[config.mk]
export PLATFORM = sky130hd
export DESIGN_NAME = param_datapath
export DESIGN_NICKNAME = d
export VERILOG_FILES = /design/src/rtl/param_datapath.sv
export SDC_FILE = /design/constraint.sdc
export NUM_CORES = 1
export LEC_CHECK = 0
export BUFFER_PORTS_ARGS = -buffer_cell sky130_fd_sc_hd__buf_2
export CAP_MARGIN = 40
export CORE_ASPECT_RATIO = 0.9
export CORE_MARGIN = 4
export CORE_UTILIZATION = 55
export CTS_CLUSTER_SIZE = 12
export DETAILED_ROUTE_END_ITERATION = 16
export GPL_ROUTABILITY_DRIVEN = 0
export PLACE_DENSITY = 0.84
export SLEW_MARGIN = 20
export SYNTH_ARGS = -nofsm -noshare
export SYNTH_HDL_FRONTEND = slang
export SYNTH_SLANG_ARGS = --single-unit
[constraint.sdc]
create_clock -name clk -period 9.1 [get_ports clk]
set_input_delay 0.91 -clock clk [delete_from_list [all_inputs] [get_ports clk]]
set_output_delay 0.91 -clock clk [all_outputs]
set_load 0.1 [all_outputs]
[src/rtl/param_datapath.sv]
// param_datapath: parametrised processor datapath that sits between the
// control FSM, an external ALU, RAM and ROM.
//   clk, rst            : rising-edge clock, asynchronous active-low reset
//   bus1Select/bus2Select: source selects for the two internal buses
//   reg*                : NUM_REGS x WIDTH register file (2 read, 1 write)
//   aluOperandA/B, aluResult, aluFlags, flagRegister*: external ALU interface
//   IRLoad/IROut        : instruction register
//   memoryAccessRegisterLoad, addrSelect, address, toRAM, fromRAM, fromROM
//   pcMode              : program counter operation (hold/load/+1/+2/relative)
//   spPush/spPop/stackErrClear/stackCount/stackError: downward-growing stack
//   outputLoad/outValid/outReady/outData/outOverrun: valid/ready output reg
module param_datapath #(
  parameter int                WIDTH       = 8,
  parameter int                ADDR_W      = 8,
  parameter int                NUM_REGS    = 4,
  parameter int                REG_SEL_W   = $clog2(NUM_REGS),
  parameter logic [ADDR_W-1:0] STACK_TOP   = {ADDR_W{1'b1}},
  parameter int                STACK_DEPTH = 16,
  parameter int                CNT_W       = $clog2(STACK_DEPTH + 1)
) (
  input  logic                 clk,
  input  logic                 rst,
  output logic [ADDR_W-1:0]    address,
  output logic [WIDTH-1:0]     toRAM,
  input  logic [WIDTH-1:0]     fromRAM,
  input  logic [WIDTH-1:0]     fromROM,
  input  logic [1:0]           bus1Select,
  input  logic [1:0]           bus2Select,
  input  logic [REG_SEL_W-1:0] regReadASel,
  input  logic [REG_SEL_W-1:0] regReadBSel,
  input  logic                 regWriteEn,
  input  logic [REG_SEL_W-1:0] regWriteSel,
  output logic [WIDTH-1:0]     aluOperandA,
  output logic [WIDTH-1:0]     aluOperandB,
  input  logic [WIDTH-1:0]     aluResult,
  input  logic [3:0]           aluFlags,
  input  logic                 flagRegisterLoad,
  output logic [3:0]           flagRegisterOut,
  input  logic                 IRLoad,
  output logic [WIDTH-1:0]     IROut,
  input  logic                 memoryAccessRegisterLoad,
  input  logic                 addrSelect,
  input  logic [2:0]           pcMode,
  input  logic                 spPush,
  input  logic                 spPop,
  input  logic                 stackErrClear,
  output logic [CNT_W-1:0]     stackCount,
  output logic                 stackError,
  input  logic                 outputLoad,
  output logic                 outValid,
  input  logic                 outReady,
  output logic [WIDTH-1:0]     outData,
  output logic                 outOverrun
);

  localparam logic [CNT_W-1:0] DEPTH_C = CNT_W'(STACK_DEPTH);

  logic [WIDTH-1:0]  regs_q [NUM_REGS];
  logic [WIDTH-1:0]  ir_q, ir_d;
  logic [ADDR_W-1:0] mar_q, mar_d;
  logic [ADDR_W-1:0] pc_q, pc_d;
  logic [ADDR_W-1:0] sp_q, sp_d;
  logic [CNT_W-1:0]  cnt_q, cnt_d;
  logic              serr_q, serr_d;
  logic [3:0]        flags_q, flags_d;
  logic [WIDTH-1:0]  odata_q, odata_d;
  logic              ovalid_q, ovalid_d;
  logic              ovr_q, ovr_d;
  logic [WIDTH-1:0]  bus1_s, bus2_s;
  logic              push_only_s, pop_only_s, xfer_s;

  // Bus multiplexers; PC and SP are zero-extended onto bus1.
  always_comb begin
    bus1_s = '0;
    bus2_s = '0;
    case (bus1Select)
      2'b00:   bus1_s = WIDTH'(pc_q);
      2'b01:   bus1_s = regs_q[regReadASel];
      2'b10:   bus1_s = regs_q[regReadBSel];
      2'b11:   bus1_s = WIDTH'(sp_q);
      default: bus1_s = '0;
    endcase
    case (bus2Select)
      2'b00:   bus2_s = aluResult;
      2'b01:   bus2_s = bus1_s;
      2'b10:   bus2_s = fromRAM;
      2'b11:   bus2_s = fromROM;
      default: bus2_s = '0;
    endcase
  end

  assign toRAM       = bus1_s;
  assign aluOperandA = regs_q[regReadASel];
  assign aluOperandB = regs_q[regReadBSel];
  assign address     = addrSelect ? sp_q : mar_q;

  // Next-state logic for PC, stack, IR/MAR/flags and the output register.
  always_comb begin
    ir_d     = ir_q;
    mar_d    = mar_q;
    pc_d     = pc_q;
    sp_d     = sp_q;
    cnt_d    = cnt_q;
    serr_d   = serr_q;
    flags_d  = flags_q;
    odata_d  = odata_q;
    ovalid_d = ovalid_q;
    ovr_d    = ovr_q;

    if (IRLoad) ir_d = bus2_s; else ir_d = ir_q;
    if (memoryAccessRegisterLoad) mar_d = bus2_s[ADDR_W-1:0]; else mar_d = mar_q;
    if (flagRegisterLoad) flags_d = aluFlags; else flags_d = flags_q;

    // Sign-extending bus2 and truncating to ADDR_W equals taking its low
    // ADDR_W bits, because ADDR_W <= WIDTH and the sum wraps anyway.
    case (pcMode)
      3'b000:  pc_d = pc_q;
      3'b001:  pc_d = bus2_s[ADDR_W-1:0];
      3'b010:  pc_d = pc_q + ADDR_W'(1);
      3'b011:  pc_d = pc_q + ADDR_W'(2);
      3'b100:  pc_d = pc_q + bus2_s[ADDR_W-1:0];
      default: pc_d = pc_q;
    endcase

    // Simultaneous push and pop cancel: neither branch below fires.
    push_only_s = spPush && !spPop;
    pop_only_s  = spPop && !spPush;
    if (push_only_s && (cnt_q < DEPTH_C)) begin
      sp_d  = sp_q - ADDR_W'(1);
      cnt_d = cnt_q + CNT_W'(1);
    end else if (pop_only_s && (cnt_q != '0)) begin
      sp_d  = sp_q + ADDR_W'(1);
      cnt_d = cnt_q - CNT_W'(1);
    end else begin
      sp_d  = sp_q;
      cnt_d = cnt_q;
    end
    // An overflow/underflow in the same cycle beats a clear.
    if ((push_only_s && (cnt_q >= DEPTH_C)) || (pop_only_s && (cnt_q == '0))) begin
      serr_d = 1'b1;
    end else if (stackErrClear) begin
      serr_d = 1'b0;
    end else begin
      serr_d = serr_q;
    end

    xfer_s = ovalid_q && outReady;
    if (outputLoad && (!ovalid_q || xfer_s)) begin
      odata_d  = bus1_s;
      ovalid_d = 1'b1;
    end else if (xfer_s) begin
      ovalid_d = 1'b0;
    end else begin
      ovalid_d = ovalid_q;
    end
    if (outputLoad && ovalid_q && !outReady) ovr_d = 1'b1; else ovr_d = ovr_q;
  end

  // State registers.
  always_ff @(posedge clk or negedge rst) begin
    if (!rst) begin
      ir_q     <= '0;
      mar_q    <= '0;
      pc_q     <= '0;
      sp_q     <= STACK_TOP;
      cnt_q    <= '0;
      serr_q   <= 1'b0;
      flags_q  <= 4'b0000;
      odata_q  <= '0;
      ovalid_q <= 1'b0;
      ovr_q    <= 1'b0;
    end else begin
      ir_q     <= ir_d;
      mar_q    <= mar_d;
      pc_q     <= pc_d;
      sp_q     <= sp_d;
      cnt_q    <= cnt_d;
      serr_q   <= serr_d;
      flags_q  <= flags_d;
      odata_q  <= odata_d;
      ovalid_q <= ovalid_d;
      ovr_q    <= ovr_d;
    end
  end

  // Register file: synchronous write, reads see the pre-edge contents.
  always_ff @(posedge clk or negedge rst) begin
    if (!rst) begin
      for (int i = 0; i < NUM_REGS; i++) regs_q[i] <= '0;
    end else if (regWriteEn) begin
      regs_q[regWriteSel] <= bus2_s;
    end
  end

  assign IROut           = ir_q;
  assign flagRegisterOut = flags_q;
  assign stackCount      = cnt_q;
  assign stackError      = serr_q;
  assign outValid        = ovalid_q;
  assign outData         = odata_q;
  assign outOverrun      = ovr_q;

endmodule

[Word-level counts from Yosys, hierarchy flattened]
Cells that the tools add are included.
Widths: inputs -> output; s select.
Word-level totals
  flip-flop bits (word level): 84
  bits of input ports: 53
  output and inout bits: 60
  logic and storage cells: 86
Cells by class
  add/sub/neg operators: 7
  magnitude comparators: 6
  equality and inequality tests: 10
  multiplexer cells: 21
  bitwise operators: 3
  reduce and logical (&&, ||, !) cells: 25
Operators by type and width (count)
  $pmux 8 s4: 3
  $mux 8: 8
  $bmux 8 s2: 2
  $bwmux 32: 1
  $add 8x1->8 const B: 2
  $demux 8 s2: 1
  $logic_and 1x1->1: 11
  $mux 5: 2
  $ge 3x3->1 const B: 3
  $not 2->3: 3
  $add 8x2->8 const B: 1
  $add 8x8->8: 1
  $eq 2x2->1 const B: 4
  $sub 8x1->8 const B: 1
  $eq 3x2->1 const B: 2
  $reduce_bool 2->1: 3
  $add 5x1->5 const B: 1
  $ge 5x5->1 const B: 1
  $logic_not 5->1: 1
  $lt 5x5->1 const B: 1
  $reduce_bool 5->1: 1
  $sub 5x1->5 const B: 1
  $eq 2x1->1 const B: 2
  $logic_not 1->1: 4
  other kinds (7): 12

[Logic depth before layout (Yosys ltp)]
Gate-level depths: netlist of run 1.
  word-level depth: 8
  depth in mapped cells: 15
  depth with buffers taken out: 14

[Worst setup path after synthesis of run 1]
No wires, ideal clock.
  path kind: input -> register
  start: in regReadBSel[0]
  end: reg pc_q[4]
  setup time: 0.096 ns
  arrival: 4.881 ns
  data required time: 9.004 ns
  path slack: 4.123 ns
  stages on the path: 15
  buffers on the path: 1
  path through: buf_6 -> mux4_2 -> mux4_2 -> mux2_2 -> a21oi_2 -> nand2_1 -> ha_1 -> inv_1 -> fa_1 -> nor2b_1 -> o21a_1 -> o21a_1 -> o311ai_1 -> a21oi_1 -> o31ai_1
Between the ends
  cells in the longest elaborated chain, start to end: 8
Ends and longest elaborated chain
  start: declaration: RTL line 30  | input logic [REG_SEL_W-1:0] regReadBSel,
  $not 2->3
  $bmux 8 s2
  $mux 8 (2 in a row)
  via aluOperandB[0]: RTL line 34  | output logic [WIDTH-1:0] aluOperandB,
  $pmux 8 s4: RTL line 76  | case (bus1Select)
  via toRAM[0]: RTL line 24  | output logic [WIDTH-1:0] toRAM,
  $pmux 8 s4: RTL line 83  | case (bus2Select)
  $add 8x8->8: RTL line 121  | 3'b100: pc_d = pc_q + bus2_s[ADDR_W-1:0];
  $pmux 8 s4: RTL line 116  | case (pcMode)
  end signal: assignment: RTL line 175  | pc_q <= pc_d;
  end: declaration: RTL line 61  | logic [ADDR_W-1:0] pc_q, pc_d;
The timed path passes the listed nets, and every way through them passes these cells. The select of a mux whose other input is x is not followed.
A chain may end at the register's enable or synchronous reset.

[Worst setup path in the final report of run 1]
  start: in regReadASel[0]
  end: reg pc_q[4]
Between the ends
  cells in the longest elaborated chain, start to end: 8
Ends and longest elaborated chain
  start: declaration: RTL line 29  | input logic [REG_SEL_W-1:0] regReadASel,
  $not 2->3 (not written as such) *: RTL line 78  | 2'b01: bus1_s = regs_q[regReadASel];
  $bmux 8 s2 *: RTL line 78
  $mux 8 (not written as such) * (2 in a row): RTL line 78
  $pmux 8 s4 *: RTL line 76
  $pmux 8 s4 *: RTL line 83
  $add 8x8->8: RTL line 121
  $pmux 8 s4 *: RTL line 116
Every way passes the cells marked *; elsewhere a longest branch is shown, timed or not. The select of a mux whose other input is x is not followed.

==> reports/metrics.yaml, run 1 <==
rsz0062_at_grt: "false"
io_pins: 113
yosys-top-cells-area: "dfrtp_1 (36%), mux4_2 (10%), nand2_1 (4.6%)"
max_clock_freq_ghz: 0.224
via_per_inst: 6.39
drv_cap: 0
async_reset_ff_share_pct: 100
critPathLaunchType: "input port"
seq_area_frac_synth_pct: 39.6
drcViolationCount: 0
hpwl_um: 11800
synthFlopType: "dfrtp_1"
grtUsageTotal_pct: 28.0
place.detailed.instances: 745
clockBufferDepth: 2
cts.sinks: 84
setup_viol: 0
grt_overflow: 0
synth_warnings: 0
p_per_area_nw_per_um2: 357
drt-initial-drc-count: 392
core_um2: 9290
antenna_found_initial: 0
vdd_ir_drop_max_uv: 399
rows: 33
cp_max_fo: 8
yosysUniqueCellTypes: 60
fp.dieH_um: 101
synth_top_cell_area_share_pct: 35.7
tns_ns: 0
cts_resized: 0
crit_required_ns: 9.38
grt_pass1_wl_um: 24800
ant_nets: 0
power_leakage_nw: 2.90
ys_ff_latch: 84
yosys.area.top_type: "dfrtp_1"
clkTransAtPathRegs_ns: 0.09
io_buffers: 112
syn_inst: 540
vias: 4859
cts-hold-fix-buffers: 0
skew_ns: 0.0102
worst_pin_slew_ns: 0.801
antenna_cells: 0
cp.arrival_ns: 4.73
die-area_um2: 11300
relSlewSlack_pct: 46.2
min_path_type: "flip-flop to flip-flop"
synthMostInstantiatedCell: "dfrtp_1"
initial_core_util_pct: 57.4
synth_edf_count: 0
cts_htree_levels: 3
critPathCaptureType: "flip-flop"
wl_um: 15900
grt_max_degree: 45
syn-cell-area_um2: 5330
clkLatencyLatePin_ns: 0.36
finalHoldViolCount: 0
drtPass1Iterations: 7
synth_nets: 613
final_cell_count_no_fill: 760
cts_inserted_buffers: 9
worstSetupPathType: "input port to flip-flop"
avgSynthCellArea_um2: 9.88
fin_nets: 707
status: "finished, final reports clean"
cts_tree: "built"
fin_crit_sh_pct: 49.0
postCtsSetupBuffers: 0
wl_per_cell_um: 20.9
clockRootBuffer: "clkbuf_8"
drive_gt1_share_pct: 29.2
slew_violations: 0
min_period_ns: 4.46
synth_commonest_cells: "dfrtp_1 (76), nand2_1 (66), o21ai_1 (44)"
grt_pass1_vias: 4663
die_w_um: 112
syn_to_final_growth_pct: 15.3
==> through the flow <==
stage	cell area, µm²	worst slack [ns]	util, %	hold slack (ns)	total power, W
floorplan	5330	4.12	-	0.466	0.00164
global placement	5920	4.48	63.7	0.459	0.00186
detailed placement	5950	4.30	64.0	0.482	0.00190
CTS	6150	4.69	66.2	0.507	0.00218
global route	6150	4.47	66.2	0.517	0.00229
finish	6150	4.64	66.2	0.497	0.00219
==> critical path: stages <==
cell and delay, ns:
buf_2 0.27, mux4_2 0.56, mux4_2 0.54, mux2i_1 0.15, nand2_1 0.07, o21ai_1 0.45
nor2_1 0.09, ha_1 0.36, nor2b_1 0.15, o21a_1 0.20, o21a_1 0.24, o311ai_1 0.37
a21oi_1 0.13, o31ai_1 0.25
==> cell families (layout without fill, tap and decap cells) <==
family,count (synthesis),after routing,synth area share [%]
compound gates,139,139,16.1
buf+inv,61,159,4.58
mux,68,68,19.0
flops,84,84,39.6
simple gates,152,152,13.0
fa+ha+maj,20,20,5.11
xor+xnor,16,16,2.63
==> final timing paths <==
path,depth (start not counted),endpoint,slack (ns),start
min in group asynchronous,1,pc_q[4],0.53,rst
min,1,outOverrun,0.50,outOverrun
max reg2reg,13,pc_q[4],5.14,regs_q[2]
min reg2reg,1,outOverrun,0.50,outOverrun
max,14,pc_q[4],4.64,regReadASel[0]
max in group asynchronous,2,sp_q[2],7.90,rst
==> metal layers <==
metal | vias up | global-route usage, % | part of all wire (%)
met2 | 314 | 46.3 | 47
met4 | 0 | 9.45 | 3.1
li1 | 2145 | - | -
met5 | - | 0 | 0
met1 | 2355 | 36.4 | 38
met3 | 45 | 7.23 | 12
==> where the power goes <==
part,total [W],switching [W],internal (W)
logic,0.00129,0.000961,0.000325
registers,0.000626,0.000134,0.000493
clock network,0.000281,0.000149,0.000131
total,0.00219,0.00124,0.000949
==> state kept, by name, indices dropped and copies added (netlist names) <==
name	count
IROut	8
flagRegisterOut	4
mar_q	8
outData	8
outOverrun	1
outValid	1
pc_q	8
regs_q	32
sp_q	8
stackCount	5
stackError	1
==> area by class of cell <==
cell class | instances | area [µm²]
timing repair buffer | 113 | 591
clock buffer | 9 | 124
tap | 122 | 153
inverter | 31 | 116
fill | 741 | 3140
sequential | 84 | 2110
clock inverter | 6 | 76.3
multi-input combinational | 395 | 2980
==> cells in the final DEF, fill, tap and decap left out, types with 4 or more instances in the layout <==
master / synthesis / routed
nand2_1: 66 / 66
a21oi_1: 20 / 20
dfrtp_1: 76 / 76
xor2_1: 6 / 6
inv_6: 0 / 4
nor2b_1: 5 / 5
o211ai_1: 5 / 5
or3_1: 4 / 4
ha_1: 17 / 17
nor3_1: 8 / 8
a21o_1: 4 / 4
o31ai_1: 5 / 5
buf_2: 0 / 111
nand3_1: 9 / 9
mux4_2: 24 / 24
o21ai_1: 44 / 44
xnor2_1: 10 / 10
dfstp_2: 8 / 8
o21a_1: 4 / 4
clkbuf_8: 0 / 9
mux2_2: 18 / 18
a31oi_1: 6 / 6
o21ai_0: 19 / 19
nand3b_1: 5 / 5
nor2_1: 36 / 36
mux2i_1: 23 / 23
inv_1: 29 / 29
No activity file was read; power rests on OpenSTA's default activity.
==> inputs of run 2 (changes only) <==
Settings changed: ABC_AREA set to 1, CORE_UTILIZATION 55 to 50, PLACE_DENSITY 0.84 to 0.81.
Clock period 9.1 ns to 3.75 ns, I/O delays scaled along.
==> reports/metrics.yaml, run 2 <==
synth_top_cell_area_share_pct: 35.8
grtUsageTotal_pct: 25.2
core_um2: 10300
grt_pass1_vias: 4795
antenna_found_initial: 0
p_sw_w: 0.00230
postCtsSetupBuffers: 0
fp.dieH_um: 106
drcViolationCount: 0
power.share.sequential_pct: 30.1
tns_ns: 0
drt-initial-drc-count: 436
vias: 5183
grt_pass1_wl_um: 24400
grt_overflow: 0
layout_commonest_cell: "nand2_1"
synth_warnings: 0
wl_met3_um: 1440
io_buffers: 112
cts_inserted_buffers: 9
min_path_type: "input port to flip-flop"
vdd_ir_drop_max_uv: 775
cts_htree_levels: 3
drtPass1Iterations: 5
clkTransAtPathRegs_ns: 0.07
setup_ws_ns: 0.621
grt_max_degree: 62
cp.arrival_ns: 3.36
hpwl_um: 11600
status: "finished, final reports clean"
cts-hold-fix-buffers: 0
synthMostInstantiatedCell: "nand2_1"
critPathCaptureType: "flip-flop"
worst_pin_slew_ns: 0.555
io_pins: 113
synth_nets: 774
cts.sinks: 84
ys_ff_latch: 84
yosys.area.top_type: "dfrtp_1"
wl_met1_um: 6640
synth_edf_count: 0
fin_nets: 882
wl_per_cell_um: 16.2
die_w_um: 117
largest_register_ffs: 32
worstSetupPathType: "input port to flip-flop"
p_clk_share_pct: 20.7
drv_cap: 0
ant_nets: 0
route.met2.wl_um: 6850
syn_inst: 701
power_leakage_nw: 3.21
yosysUniqueCellTypes: 46
async_reset_ff_share_pct: 100
p_int_w: 0.00216
fin_crit_sh_pct: 83.4
via_per_inst: 5.50
drive_gt1_share_pct: 25.6
regMostFlops: "regs_q"
sw_frac_of_total_pct: 51.5
rsz0062_at_grt: "false"
syn_to_final_growth_pct: 19.0
cp_max_fo: 21
combPwrFrac_pct: 49.2
slew_violations: 0
clockBufferDepth: 2
initial_core_util_pct: 51.6
critPathLaunchType: "input port"
wl_um: 15300
cts_tree: "built"
finalHoldViolCount: 0
die-area_um2: 12300
crit_required_ns: 3.98
synth_commonest_cells: "nand2_1 (177), dfrtp_1 (76), inv_1 (70)"
dpl_worst_slack_ns: 0.390
avgSynthCellArea_um2: 7.58
clockRootBuffer: "clkbuf_16"
seq_area_frac_synth_pct: 39.8
cts_resized: 0
fillers: 934
clkLatencyLatePin_ns: 0.34
yosys-top-cells-area: "dfrtp_1 (36%), nand2_1 (13%), o21ai_0 (5.7%)"
min_period_ns: 3.13
syn-cell-area_um2: 5310
synthFlopType: "dfrtp_1"
skew_ns: 0.0101
relSlewSlack_pct: 62.8
final_cell_mix: "nand2_1 (177), buf_2 (111), dfrtp_1 (76)"
routed.top_layer: "met4"
rows: 35
p_per_area_nw_per_um2: 705
antenna_cells: 0
setup_viol: 0
max_clock_freq_ghz: 0.320
==> run 2: cells by family after synthesis <==
group,after synthesis,share of synthesized area [%]
AOI/OAI and AO/OA,179,19.5
xor gates and xnor gates,10,1.65
adders and majority gates,20,5.14
buffers and inverters,109,9.00
DFF,84,39.8
muxes,5,1.06
and+or+nand+nor,294,23.9
==> run 2: layer usage <==
metal,vias up,global-route usage (%)
met5,-,0
met4,0,5.57
met3,32,7.18
met2,245,38.8
met1,2385,35.5
li1,2521,-
==> run 2: power by group through the flow <==
| stage | Combinational (W) | Clock (W) | Sequential [W] |
|---|---|---|---|
| after detailed placement | 0.00217 | 0 | 0.00135 |
| final | 0.00219 | 0.000921 | 0.00134 |
| after global routing | 0.00233 | 0.000961 | 0.00137 |
| after global placement | 0.00214 | 0 | 0.00135 |
| after CTS | 0.00219 | 0.000928 | 0.00134 |
| after floorplan | 0.00129 | 0 | 0.00178 |
==> run 2: metrics by stage <==
stage | instance area (µm²) | hold WS (ns) | total power [W] | std cells | utilization [%]
6_report | 6320 | 0.230 | 0.00446 | 943 | 61.4
5_1_grt | 6320 | 0.245 | 0.00466 | 943 | 61.4
4_1_cts | 6280 | 0.143 | 0.00445 | 941 | 61.0
3_5_place_dp | 5970 | 0.464 | 0.00352 | 925 | 58.0
3_3_place_gp | 5970 | 0.454 | 0.00349 | 925 | 58.0
2_1_floorplan | 5360 | 0.0794 | 0.00307 | 701 | -
==> run 2: path summary, 6_finish.rpt <==
path / cells after the start / end / startpoint / slack [ns]
worst max-delay path: 23 / pc_q[5] / regReadBSel[0] / 0.62
worst min-delay path: 2 / stackError / stackErrClear / 0.23
worst max register to register: 21 / pc_q[5] / regs_q[17] / 0.65
worst min register to register: 2 / sp_q[7] / sp_q[7] / 0.48
max in group asynchronous: 3 / outData[0] / rst / 2.79
min in group asynchronous: 2 / regs_q[23] / rst / 0.41
==> run 2: critical path, stage by stage <==
cell      delay, ns
buf_2          0.21
inv_2          0.19
o21ai_0        0.28
o22ai_2        0.15
o21ai_1        0.14
nand2_1        0.08
o21ai_1        0.13
inv_2          0.09
nand2_2        0.08
nand3_4        0.14
nand2_1        0.15
inv_1          0.05
ha_1           0.27
a21oi_1        0.17
o21bai_1       0.12
nand2_1        0.10
nand2_1        0.05
a21oi_1        0.20
nand2_1        0.07
nand2_1        0.06
o211ai_1       0.08
a21oi_1        0.13
nor2_1         0.05
==> run 2: final cells by class <==
cell class                      instances  area (µm²)  share of cell area [%]
Sequential cell                        84        2110                    33.4
Clock buffer                           10         239                    3.78
Inverter                               90         348                    5.50
Tap cell                              129         161                    2.55
Clock inverter                          6        72.6                    1.15
Multi-Input combinational cell        508        2770                    43.9
Timing Repair Buffer                  116         616                    9.74
==> inputs of run 3 (changes only) <==
Settings changed: CORE_UTILIZATION 50 to 55, PLACE_DENSITY 0.81 to 0.84.
Clock period 3.75 ns to 2.95 ns, I/O delays scaled along.
==> reports/metrics.yaml, run 3 (same netlist as run 2, synthesis figures left out) <==
critPathCaptureType: "flip-flop"
r2r_end: "pc_q[6]"
combPwrFrac_pct: 54.8
drtPass1Iterations: 5
worst_pin_slew_ns: 0.614
p_clk_share_pct: 15.1
min_period_ns: 2.90
final_cell_count_no_fill: 983
antenna_cells: 0
worstSetupPathType: "flip-flop to flip-flop"
placed_area_um2: 6460
cts_htree_levels: 3
min_path_type: "input port to flip-flop"
slew_violations: 0
largest_register_ffs: 32
sw_frac_of_total_pct: 52.9
crit_required_ns: 3.20
p_sw_w: 0.00301
final_cell_mix: "nand2_1 (175), buf_2 (111), dfrtp_1 (76)"
die-area_um2: 11300
fin_crit_sh_pct: 98.2
grt_use_met3_pct: 5.08
wl_per_cell_um: 17.3
place.detailed.instances: 957
via_per_inst: 5.76
fin_nets: 929
grt_pass1_wl_um: 26500
finalHoldViolCount: 0
syn_to_final_growth_pct: 28.9
die_w_um: 112
hold_ws_ns: 0.141
grt_max_degree: 49
wl_um: 17000
fp.dieH_um: 101
skew_ns: 0.0158
vdd_ir_drop_max_uv: 614
hpwl_um: 12400
critPathLaunchType: "flip-flop"
ant_nets: 0
busiest_layer: "met2"
r2r_setup_slack_ns: 0.05
cts_inserted_buffers: 9
relSlewSlack_pct: 58.9
utilization_pct: 74.0
clkLatencyLatePin_ns: 0.36
drv_cap: 0
grt_overflow: 0
rsz0062_at_grt: "true"
p_int_w: 0.00267
cts_tree: "built"
grtUsageTotal_pct: 29.1
postLayoutCellArea_um2: 6850
cp.arrival_ns: 3.15
drcViolationCount: 0
regMostFlops: "regs_q"
clockRootBuffer: "clkbuf_8"
max_clock_freq_ghz: 0.345
cts.sinks: 84
initial_core_util_pct: 57.4
setup_viol: 0
crit_path_start: "regs_q[16]"
timing.rr.start: "regs_q[16]"
cp_max_fo: 3
grt_pass1_vias: 5460
drive_gt1_share_pct: 33.6
io_buffers: 112
clockBufferDepth: 2
reg2reg_depth: 24
status: "finished, final reports clean"
grtUsageMet2_pct: 50.0
core_um2: 9250
antenna_found_initial: 0
p_per_area_nw_per_um2: 830
io_pins: 113
drt-initial-drc-count: 589
rows: 33
clkTransAtPathRegs_ns: 0.10
layout_commonest_cell: "nand2_1"
grt_use_met1_pct: 35.9
power.share.sequential_pct: 30.1
endpoint: "pc_q[6]"
vias: 5659
power_leakage_nw: 3.46
run 3: cell count changes in the layout (fill, tap and decap cells not counted), sizes merged:
cell      delta
buf         +47
clkbuf       +1
bufinv       +3
inv          -3
clkinv       -2
clkinvlp     +1
run 3: how the worst min path moves through the flow:
stage            endpoint           from  cells after the start
5_1_grt        stackError  stackErrClear                      2
2_1_floorplan    IROut[0]            rst                      0
4_1_cts        stackError  stackErrClear                      2
3_5_place_dp   regs_q[30]            rst                      1
6_report       stackError  stackErrClear                      2
3_3_place_gp   outOverrun     outOverrun                      1
run 3: per-stage QoR:
| step | setup slack, ns | TNS, ns | total power [W] |
|---|---|---|---|
| after global placement | -0.0892 | -0.226 | 0.00458 |
| final | 0.0537 | 0 | 0.00568 |
| after CTS | 0.0162 | 0 | 0.00555 |
| after detailed placement | -0.197 | -0.650 | 0.00468 |
| after floorplan | -0.352 | -1.11 | 0.00400 |
| after global routing | -0.152 | -0.321 | 0.00596 |
run 3: repair_timing:
action,4_1_cts,5_1_grt
hold buffers,1,0
endpoints found under the hold margin,29,0
buffers inserted,0,11
gates resized for setup,6,38
setup endpoints to repair,3,5
pin swaps,0,36
gates cloned,0,0
run 3: worst max-delay path: stages, from the launching register on:
cell      delay [ns]
dfrtp_1         0.44
o21ai_2         0.18
o22ai_4         0.09
o21ai_1         0.12
nand2_1         0.08
o21ai_2         0.07
bufinv_8        0.21
nand2_4         0.06
nand4_1         0.08
ha_2            0.22
inv_2           0.06
fa_2            0.21
nor2_2          0.05
o21ai_1         0.12
nand2_1         0.08
nand2_1         0.08
nand2_1         0.07
a21oi_2         0.15
nand2_1         0.07
nand2_1         0.06
o22ai_1         0.07
inv_1           0.05
nand2_1         0.04
nand2_1         0.05
nand2_1         0.06
run 3: per-layer routing:
| metal | routed length (µm) | vias up |
|---|---|---|
| met3 | 1580 | 69 |
| met2 | 8340 | 323 |
| met5 | 0 | - |
| met1 | 6280 | 2645 |
| li1 | - | 2622 |
| met4 | 792 | 0 |
run 3: layout make-up:
type | instances | area [µm²]
Multi-Input combinational cell | 508 | 2990
Fill cell | 690 | 2400
Sequential cell | 84 | 2110
Timing Repair Buffer | 163 | 993
Inverter | 90 | 399
Tap cell | 122 | 153
Clock buffer | 11 | 141
Clock inverter | 5 | 58.8
run 3: power by group through the flow:
stage / combinational [W] / clock [W] / sequential, W
final: 0.00311 / 0.000859 / 0.00171
after floorplan: 0.00173 / 0 / 0.00227
after global placement: 0.00289 / 0 / 0.00169
after global routing: 0.00330 / 0.000920 / 0.00174
after CTS: 0.00300 / 0.000868 / 0.00168
after detailed placement: 0.00298 / 0 / 0.00170
